$ cat config.mk
export PLATFORM = sky130hd
export DESIGN_NAME = ps2_host_tx
export DESIGN_NICKNAME = d
export VERILOG_FILES = /design/src/rtl/ps2_pkg.sv /design/src/rtl/ps2_clk_filter.sv /design/src/rtl/ps2_host_tx.sv
export SDC_FILE = /design/constraint.sdc
export NUM_CORES = 1
export LEC_CHECK = 0
export CORE_MARGIN = 4
export CORE_UTILIZATION = 45
export CTS_CLUSTER_DIAMETER = 50
export CTS_CLUSTER_SIZE = 28
export DETAILED_ROUTE_END_ITERATION = 6
export SLEW_MARGIN = 5
export SYNTH_ARGS = -nofsm -noshare
export SYNTH_HDL_FRONTEND = slang
export SYNTH_HIERARCHICAL = 1
export SYNTH_SLANG_ARGS = --single-unit
$ cat constraint.sdc
create_clock -name clk -period 4.8 [get_ports clk]
set_input_delay 0.96 -clock clk [delete_from_list [all_inputs] [get_ports clk]]
set_output_delay 0.96 -clock clk [all_outputs]
set_load 0.03 [all_outputs]
$ cat src/rtl/ps2_pkg.sv
// Shared PS/2 definitions: FSM state encoding, frame size and odd-parity helper.
// Used by both the host transmitter and the PS/2 receiver.
package ps2_pkg;

  typedef enum logic [2:0] {
    IDLE      = 3'd0,
    RTS       = 3'd1,
    REQ       = 3'd2,
    START     = 3'd3,
    DATA      = 3'd4,
    PARITY    = 3'd5,
    STOP      = 3'd6,
    WAIT_IDLE = 3'd7
  } ps2_state_t;

  // start + 8 data + parity + stop
  localparam int PS2_FRAME_BITS = 11;

  // Odd parity bit: makes the total count of ones in {parity, data} odd.
  function automatic logic odd_parity(input logic [7:0] data);
    return ~^data;
  endfunction

endpackage

$ cat src/rtl/ps2_clk_filter.sv
// PS/2 clock conditioner: 2-FF synchroniser, FILTER_LEN-sample deglitch filter
// and a one-cycle falling-edge pulse on the filtered level. Filter idles high.
module ps2_clk_filter #(
  parameter int FILTER_LEN = 8
) (
  input  logic clk,
  input  logic reset,
  input  logic ps2c_in,
  output logic ps2c_filt,
  output logic fall
);

  logic [1:0]            sync_reg;
  logic [FILTER_LEN-1:0] hist_reg;
  logic                  filt_reg;
  logic                  filt_next;
  logic                  fall_reg;

  // Bring the asynchronous pad into the clk domain.
  always_ff @(posedge clk or posedge reset) begin
    if (reset) sync_reg <= 2'b11;
    else       sync_reg <= {sync_reg[0], ps2c_in};
  end

  // Sample history of the synchronised line, newest sample in bit 0.
  always_ff @(posedge clk or posedge reset) begin
    if (reset) hist_reg <= '1;
    else       hist_reg <= {hist_reg[FILTER_LEN-2:0], sync_reg[1]};
  end

  // A new level is accepted only after FILTER_LEN consecutive equal samples.
  always_comb begin
    filt_next = filt_reg;
    if (&hist_reg)       filt_next = 1'b1;
    else if (~|hist_reg) filt_next = 1'b0;
  end

  // Filtered level and its 1->0 transition pulse.
  always_ff @(posedge clk or posedge reset) begin
    if (reset) begin
      filt_reg <= 1'b1;
      fall_reg <= 1'b0;
    end else begin
      filt_reg <= filt_next;
      fall_reg <= filt_reg & ~filt_next;
    end
  end

  assign ps2c_filt = filt_reg;
  assign fall      = fall_reg;

endmodule

$ cat src/rtl/ps2_host_tx.sv
// PS/2 host-to-device transmitter: request-to-send, frame shift-out on device
// clock falls, ACK check. Optional watchdog enabled by defining PS2_TX_TIMEOUT_EN.
module ps2_host_tx
  import ps2_pkg::*;
#(
  parameter int INHIBIT_CYCLES = 6000,
  parameter int FILTER_LEN     = 8,
  parameter int TIMEOUT_CYCLES = 1_000_000
) (
  input  logic       clk,
  input  logic       reset,
  input  logic       wr_ps2,
  input  logic [7:0] din,
  input  logic       ps2c_in,
  input  logic       ps2d_in,
  output logic       ps2c_drv_low,
  output logic       ps2d_drv_low,
  output logic       tx_busy,
  output logic       tx_done_tick,
  output logic       tx_err
);

  localparam int CNT_W = $clog2(INHIBIT_CYCLES + 1);

  ps2_state_t                  state_reg, state_next;
  logic [CNT_W-1:0]            cnt_reg, cnt_next;
  logic [PS2_FRAME_BITS-3:0]   shift_reg, shift_next;  // {parity, data}
  logic [2:0]                  n_reg, n_next;
  logic                        dd_reg, dd_next;         // data-line pull-down
  logic                        err_reg, err_next;
  logic [1:0]                  ps2d_sync_reg;
  logic                        ps2c_filt;
  logic                        fall;
  logic                        c_drv;
  logic                        done;

  ps2_clk_filter #(
    .FILTER_LEN(FILTER_LEN)
  ) u_clk_filter (
    .clk      (clk),
    .reset    (reset),
    .ps2c_in  (ps2c_in),
    .ps2c_filt(ps2c_filt),
    .fall     (fall)
  );

  // Data line only needs synchronising; it is sampled on filtered clock falls.
  always_ff @(posedge clk or posedge reset) begin
    if (reset) ps2d_sync_reg <= 2'b11;
    else       ps2d_sync_reg <= {ps2d_sync_reg[0], ps2d_in};
  end

`ifdef PS2_TX_TIMEOUT_EN
  localparam int WD_W = $clog2(TIMEOUT_CYCLES + 1);
  logic [WD_W-1:0] wd_reg;
  logic            timeout;

  // Watchdog: counts every cycle spent outside IDLE.
  always_ff @(posedge clk or posedge reset) begin
    if (reset)                  wd_reg <= '0;
    else if (state_reg == IDLE) wd_reg <= '0;
    else                        wd_reg <= wd_reg + 1'b1;
  end

  assign timeout = (state_reg != IDLE) && (wd_reg == WD_W'(TIMEOUT_CYCLES - 1));
`else
  logic unused_timeout;
  assign unused_timeout = ^TIMEOUT_CYCLES;
`endif

  // State and datapath registers.
  always_ff @(posedge clk or posedge reset) begin
    if (reset) begin
      state_reg <= IDLE;
      cnt_reg   <= '0;
      shift_reg <= '0;
      n_reg     <= '0;
      dd_reg    <= 1'b0;
      err_reg   <= 1'b0;
    end else begin
      state_reg <= state_next;
      cnt_reg   <= cnt_next;
      shift_reg <= shift_next;
      n_reg     <= n_next;
      dd_reg    <= dd_next;
      err_reg   <= err_next;
    end
  end

  // Next-state logic; the data pull-down only changes on a filtered clock fall
  // once the device has taken over the clock.
  always_comb begin
    state_next = state_reg;
    cnt_next   = cnt_reg;
    shift_next = shift_reg;
    n_next     = n_reg;
    dd_next    = dd_reg;
    err_next   = err_reg;
    c_drv      = 1'b0;
    done       = 1'b0;

    case (state_reg)
      IDLE: begin
        if (wr_ps2) begin
          shift_next = {odd_parity(din), din};
          err_next   = 1'b0;
          cnt_next   = CNT_W'(INHIBIT_CYCLES - 1);
          state_next = RTS;
        end
      end
      RTS: begin
        c_drv = 1'b1;
        if (cnt_reg == '0) begin
          dd_next    = 1'b1;  // start bit
          state_next = REQ;
        end else begin
          cnt_next = cnt_reg - 1'b1;
        end
      end
      REQ: begin
        c_drv      = 1'b1;
        state_next = START;
      end
      START: begin
        if (fall) begin
          dd_next    = ~shift_reg[0];
          shift_next = {1'b0, shift_reg[PS2_FRAME_BITS-3:1]};
          n_next     = '0;
          state_next = DATA;
        end
      end
      DATA: begin
        // Each fall puts the next bit out; the eighth fall here drives parity.
        if (fall) begin
          dd_next    = ~shift_reg[0];
          shift_next = {1'b0, shift_reg[PS2_FRAME_BITS-3:1]};
          if (n_reg == 3'd7) state_next = PARITY;
          else               n_next     = n_reg + 3'd1;
        end
      end
      PARITY: begin
        if (fall) begin
          dd_next    = 1'b0;  // release for the stop bit
          state_next = STOP;
        end
      end
      STOP: begin
        if (fall) begin
          if (ps2d_sync_reg[1]) err_next = 1'b1;  // device did not ACK
          state_next = WAIT_IDLE;
        end
      end
      WAIT_IDLE: begin
        if (ps2c_filt && ps2d_sync_reg[1]) begin
          done       = 1'b1;
          state_next = IDLE;
        end
      end
      default: state_next = IDLE;
    endcase

`ifdef PS2_TX_TIMEOUT_EN
    // Abort overrides everything: release both lines and report the failure.
    if (timeout) begin
      state_next = IDLE;
      dd_next    = 1'b0;
      err_next   = 1'b1;
      c_drv      = 1'b0;
      done       = 1'b1;
    end
`endif
  end

  assign ps2c_drv_low = c_drv;
  assign ps2d_drv_low = dd_reg;
  assign tx_busy      = (state_reg != IDLE);
  assign tx_done_tick = done;
  assign tx_err       = err_reg;

endmodule

==> results of run 1 <==
[layer usage]
layer	vias to the layer above	part of all wire, %
li1	784	-
met1	819	46
met5	-	0
met2	27	50
met3	6	3.2
met4	0	1.5
[synthesized netlist by cell type (4+ instances only)]
library cell	number
ha_1	4
dfstp_2	13
nor3_1	5
a311oi_1	4
a21oi_1	11
nand2_1	15
nor2_1	15
o21ai_0	8
inv_1	6
nand4_1	4
xnor2_1	9
and3_1	5
mux2_2	19
dfrtp_1	31
[logic make-up after synthesis]
group,after synthesis
AO/OA/AOI/OAI,37
XOR/XNOR,9
adder cells (fa/ha/maj),4
buffers and inverters,14
flip-flops,44
multiplexers,22
AND/OR/NAND/NOR,75
[worst max-delay path, cell delays in order (launching register included)]
cell and delay, ns:
dfrtp_1 0.72, inv_1 0.20, nand2_1 0.17, clkdlybuf4s50_1 0.69
[layout make-up]
class / instances / area, sq um / share of cell area [%]
sequential: 44 / 1120 / 43.5
clock inverter: 1 / 7.51 / 0.292
clock buffer: 7 / 86.3 / 3.36
multi-input combinational: 147 / 1070 / 41.6
inverter: 6 / 22.5 / 0.876
tap: 67 / 83.8 / 3.26
timing repair buffer: 19 / 185 / 7.20
[worst paths after layout]
kind / from / to / slack (ns) / depth (start not counted)
max: state_reg[2] / tx_busy / 1.77 / 3
min: ps2d_sync_reg[0] / ps2d_sync_reg[1] / 0.36 / 0
max reg2reg: cnt_reg[0] / cnt_reg[7] / 2.51 / 6
min reg2reg: ps2d_sync_reg[0] / ps2d_sync_reg[1] / 0.36 / 0
max in group asynchronous: reset / ps2d_sync_reg[1] / 3.39 / 3
min in group asynchronous: reset / u_clk_filter/fall / 0.99 / 2
[power by group through the flow]
stage	combinational (mW)	sequential, mW	clock, mW
after floorplan	0.225	0.482	0
after global placement	0.274	0.503	0
after detailed placement	0.281	0.507	0
after CTS	0.283	0.500	0.247
after global routing	0.318	0.514	0.271
final	0.280	0.499	0.238
[stage by stage]
stage	worst slack (ns)	power, mW	util, %
after detailed placement	1.97	0.788	51.8
after global placement	2.06	0.777	51.8
after floorplan	2.56	0.706	-
final	1.77	1.02	53.7
after CTS	1.78	1.03	53.7
after global routing	1.62	1.10	53.7
==> impl_metrics.toml, run 1 <==
[sta]
hold_viol = 0
fin_crit_ns = 3.03
period_share_pct = 63.1
fin_skew_ns = 0.00491
setup_tns_ns = 0
whs_ns = 0.358
rsz0062_at_grt = "no"
relSlewSlack_pct = 40.8
finalMaxSlewViolations = 0
setup_viol = 0
fmax_ghz = 0.330
worstMarginPinSlew_ns = 0.881

[detailed_routing]
vias = 1636
wire_per_inst_um = 15.3
routed_via_density = 5.62
drt-initial-drc-count = 123
finalWirelength_um = 4440
drc = 0
ant_nets = 0
drt-pass1-iter-count = 4

[critical_path]
criticalPathCategory = "reg -> out"
worst_ep_arrival_time_ns = 2.07
worstSetupStartpointType = "register"
cp-end-kind = "output pin"
critPathRequiredTime_ns = 3.84
path_max_fanout = 19

[global_route]
use_met2_pct = 26.1
grt_pass1_wl_um = 8020
antenna_found_initial = 0
gr-total-overflow = 0
grt_max_degree = 33
use_met1_pct = 21.8
top_usage_layer = "met2"
met3_usage_pct = 3.97
grt_pass1_vias = 1688
grt_usage_pct = 16.4

[clocking]
post-cts-setup-buffer-count = 0
cts.sinks = 44
ctsResizeCount = 0
numCtsBuffers = 5
cts_tree = "done"
cts_buffer_depth = 2
cts-root-buf = "clkbuf_8"
h-tree-depth = 2
hold_buffers = 0
insertion_delay_ns = 0.29
clk_pin_slew_ns = 0.08

[power]
p_int_mw = 0.689
seqPwrFrac_pct = 49.0
ir_drop_mv = 0.221
p_per_area_nw_per_um2 = 396
p_sw_share_pct = 32.3
power.switching_mw = 0.329
p_leak_nw = 1.02
power_frac_comb_pct = 27.5
p_clk_share_pct = 23.4

[synth]
ys_types = 48
avgSynthCellArea_sq_um = 11.0
synth_top_area_share_pct = 34.4
ys_seq_area_share_pct = 49.6
synth-simple-area-share_pct = 20.1
ys.flop_type = "dfrtp_1"
synth_mux_area_share_pct = 10.8
async_reset_ff_share_pct = 100
synth_top_family_by_area = "simple AND/OR/NAND/NOR gates"
yosysWarnings = 6
syn_area_sq_um = 2250
synth_compound_area_share_pct = 10.8
synth_edf_count = 0
synth_nets = 222
ys_ff_latch = 44
synthCells = 205
yosys-top-cells-area = "dfrtp_1 (34%), dfstp_2 (15%), mux2_2 (9.5%)"
synth_top_area_cell = "dfrtp_1"
synth_xor_xnor_area_share_pct = 3.50
synth-adder-area-share_pct = 2.22

[finish]
postLayoutCellArea_sq_um = 2570
final.fill_count = 425
drive_gt1_share_pct = 25.0
area_growth_pct = 14.2
finalNetCount = 240
largest_reg_flops = 13
diodes = 0
finalNonFillerCells = 291
final_common_cell = "dfrtp_1"
most-common-layout-cells = "dfrtp_1 (31), mux2_2 (19), clkdlybuf4s50_1 (17), nand2_1 (15), nor2_1 (15)"

[place]
dp_hpwl_um = 3170
gp_congestion = 0.845
numPortBuffers = 17
post-place-cells = 283
dpl-instance-area_sq_um = 2480

[floorplanning]
rows = 25
core-area_sq_um = 4790
initial_core_util_pct = 47.1
ios = 18
die_h_um = 78.7
die_x_um = 78.7
die_area_sq_um = 6200

[worst_hold_path]
hp-class = "reg -> reg"

[run]
drv_cap = 0

[status]
status = "finished, final reports clean"
Note: power is estimated with default switching activity, not from simulation.
==> run 2: changes to the inputs <==
Settings changed: PLACE_DENSITY set to 0.67.
Clock period 4.8 ns to 2.5 ns, I/O delays scaled along.
==> run 2 against run 1 <==
Register-to-register slack got worse by 2.2 ns; via count is 0.55% higher; non-clock buffer count grew 5; largest power group unchanged; global-route usage down 0.61 points; critical endpoint is now tx_done_tick; combinational power up 95%.
==> impl_metrics.toml, run 2 (synthesis results as in run 1) <==
[critical_path]
critPathTopFamily = "buffers and inverters"
worstSetupStartpointType = "register"
cp-end-kind = "output pin"
critPathRequiredTime_ns = 2.00
max_stage_delay_ns = 0.68
critPathSlowestCell = "clkdlybuf4s50_1"
criticalPathCategory = "reg -> out"
worst_ep_arrival_time_ns = 1.82
crit_chain = "nand2_1 > nor2_1 > clkdlybuf4s50_1"
crit_buf_inv = 1
path_depth = 3
ff2ff_setup_slack_ns = 0.36
worst-r2r-cell-count = 6
path_max_fanout = 16

[power]
p_sw_share_pct = 31.3
p_per_area_nw_per_um2 = 781
seqPwrFrac_pct = 46.7
ir_drop_mv = 0.575
p_clk_share_pct = 26.7
power.switching_mw = 0.644
p_int_mw = 1.41
p_leak_nw = 1.05
power_frac_comb_pct = 26.6

[detailed_routing]
drt-initial-drc-count = 75
ant_nets = 0
routed_via_density = 5.56
wire_per_inst_um = 14.4
vias = 1645
drc = 0
drt-pass1-iter-count = 4
finalWirelength_um = 4270

[sta]
fmax_ghz = 0.430
relSlewSlack_pct = 63.8
rsz0062_at_grt = "no"
period_share_pct = 92.9
worstMarginPinSlew_ns = 0.542
setup_tns_ns = 0
fin_skew_ns = 0.00536
finalWorstSetupSlack_ns = 0.177
hold_viol = 0
finalMaxSlewViolations = 0
setup_viol = 0
fin_crit_ns = 2.32

[floorplanning]
core-area_sq_um = 4790
initial_core_util_pct = 47.1
die_area_sq_um = 6200
rows = 25
die_x_um = 78.7
die_h_um = 78.7
ios = 18

[global_route]
gr-total-overflow = 0
grt_max_degree = 33
antenna_found_initial = 0
grt_pass1_wl_um = 7860
grt_pass1_vias = 1735
grt_usage_pct = 15.8

[clocking]
cts-root-buf = "clkbuf_8"
clk_pin_slew_ns = 0.09
cts_tree = "done"
h-tree-depth = 2
insertion_delay_ns = 0.29
post-cts-setup-buffer-count = 0
cts.sinks = 44
cts_buffer_depth = 2
numCtsBuffers = 5

[status]
status = "finished, final reports clean"

[finish]
most-common-layout-cells = "dfrtp_1 (29), mux2_2 (19), clkdlybuf4s50_1 (17), nand2_1 (15), nor2_1 (15)"
drive_gt1_share_pct = 27.9
diodes = 0
final_common_cell = "dfrtp_1"
largest_reg_flops = 13
area_growth_pct = 16.9
finalNetCount = 245

[worst_hold_path]
hold_depth = 0
hp-class = "reg -> reg"

[place]
gp_congestion = 0.797
dp_slack_ns = 0.302
dp_hpwl_um = 3060
numPortBuffers = 17

[run]
drv_cap = 0
## run 2: cell count changes in the layout (fill, tap and decap cells not counted), sizes merged
| cell | before | now |
|---|---|---|
| bufinv | 0 | 1 |
| inv | 6 | 7 |
| clkbuf | 7 | 5 |
| buf | 2 | 7 |
## run 2: what timing repair did
| action | 4_1_cts | 5_1_grt |
|---|---|---|
| endpoints found under the setup margin | 0 | 3 |
| hold buffers | 0 | 0 |
| resized for setup | 0 | 2 |
## run 2: routing by layer
metal / part of all wire [%] / up-vias / track usage [%] / wire length [um]
li1: - / 797 / - / -
met5: 0 / - / 0 / 0
met3: 3.2 / 11 / 2.95 / 138
met2: 47 / 24 / 25.3 / 2020
met1: 47 / 813 / 21.4 / 2020
met4: 2.2 / 0 / 5.77 / 95
## run 2: final cells by class
type,count,area (sq um)
Clock buffer,5,68.8
Clock inverter,3,46.3
Fill cell,428,2150
Inverter,6,22.5
Multi-Input combinational cell,147,1070
Sequential cell,44,1120
Tap cell,67,83.8
Timing Repair Buffer,24,223
## run 2: worst reg2reg max path, delay by kind of cell, from the launching register on
family	cells	cell delay, ns
adders and majority gates	1	0.14
and+or+nand+nor	3	1.04
AOI/OAI and AO/OA	1	0.32
DFF	1	0.41
buffers and inverters	1	0.10
## run 2: power by group through the flow
stage / logic, mW / clock network [mW] / registers, mW
floorplan: 0.431 / 0 / 0.925
global placement: 0.545 / 0 / 0.968
detailed placement: 0.547 / 0 / 0.971
CTS: 0.552 / 0.566 / 0.960
global route: 0.623 / 0.596 / 0.984
finish: 0.547 / 0.548 / 0.960
## run 2: final timing paths
check                            startpoint                 to
min in group asynchronous             reset  u_clk_filter/fall
hold / removal             ps2d_sync_reg[0]   ps2d_sync_reg[1]
setup reg to reg                 cnt_reg[0]        cnt_reg[12]
max in group asynchronous             reset       state_reg[0]
hold reg to reg            ps2d_sync_reg[0]   ps2d_sync_reg[1]
setup / recovery               state_reg[1]       tx_done_tick
## run 2: metrics by stage
| stage | util, % | instances | total power, mW | area [sq um] | hold WS [ns] |
|---|---|---|---|---|---|
| floorplan | - | 205 | 1.36 | 2250 | 0.345 |
| global placement | 52.5 | 288 | 1.51 | 2510 | 0.346 |
| detailed placement | 52.5 | 288 | 1.52 | 2510 | 0.347 |
| CTS | 55.0 | 296 | 2.08 | 2630 | 0.360 |
| global route | 55.0 | 296 | 2.20 | 2630 | 0.370 |
| finish | 55.0 | 296 | 2.05 | 2630 | 0.359 |
==> run 3: changes to the inputs <==
Settings changed: SKIP_CTS_REPAIR_TIMING set to 1.
==> results of run 3 <==
Final layout, timing and power as in run 2 (identical DEF).
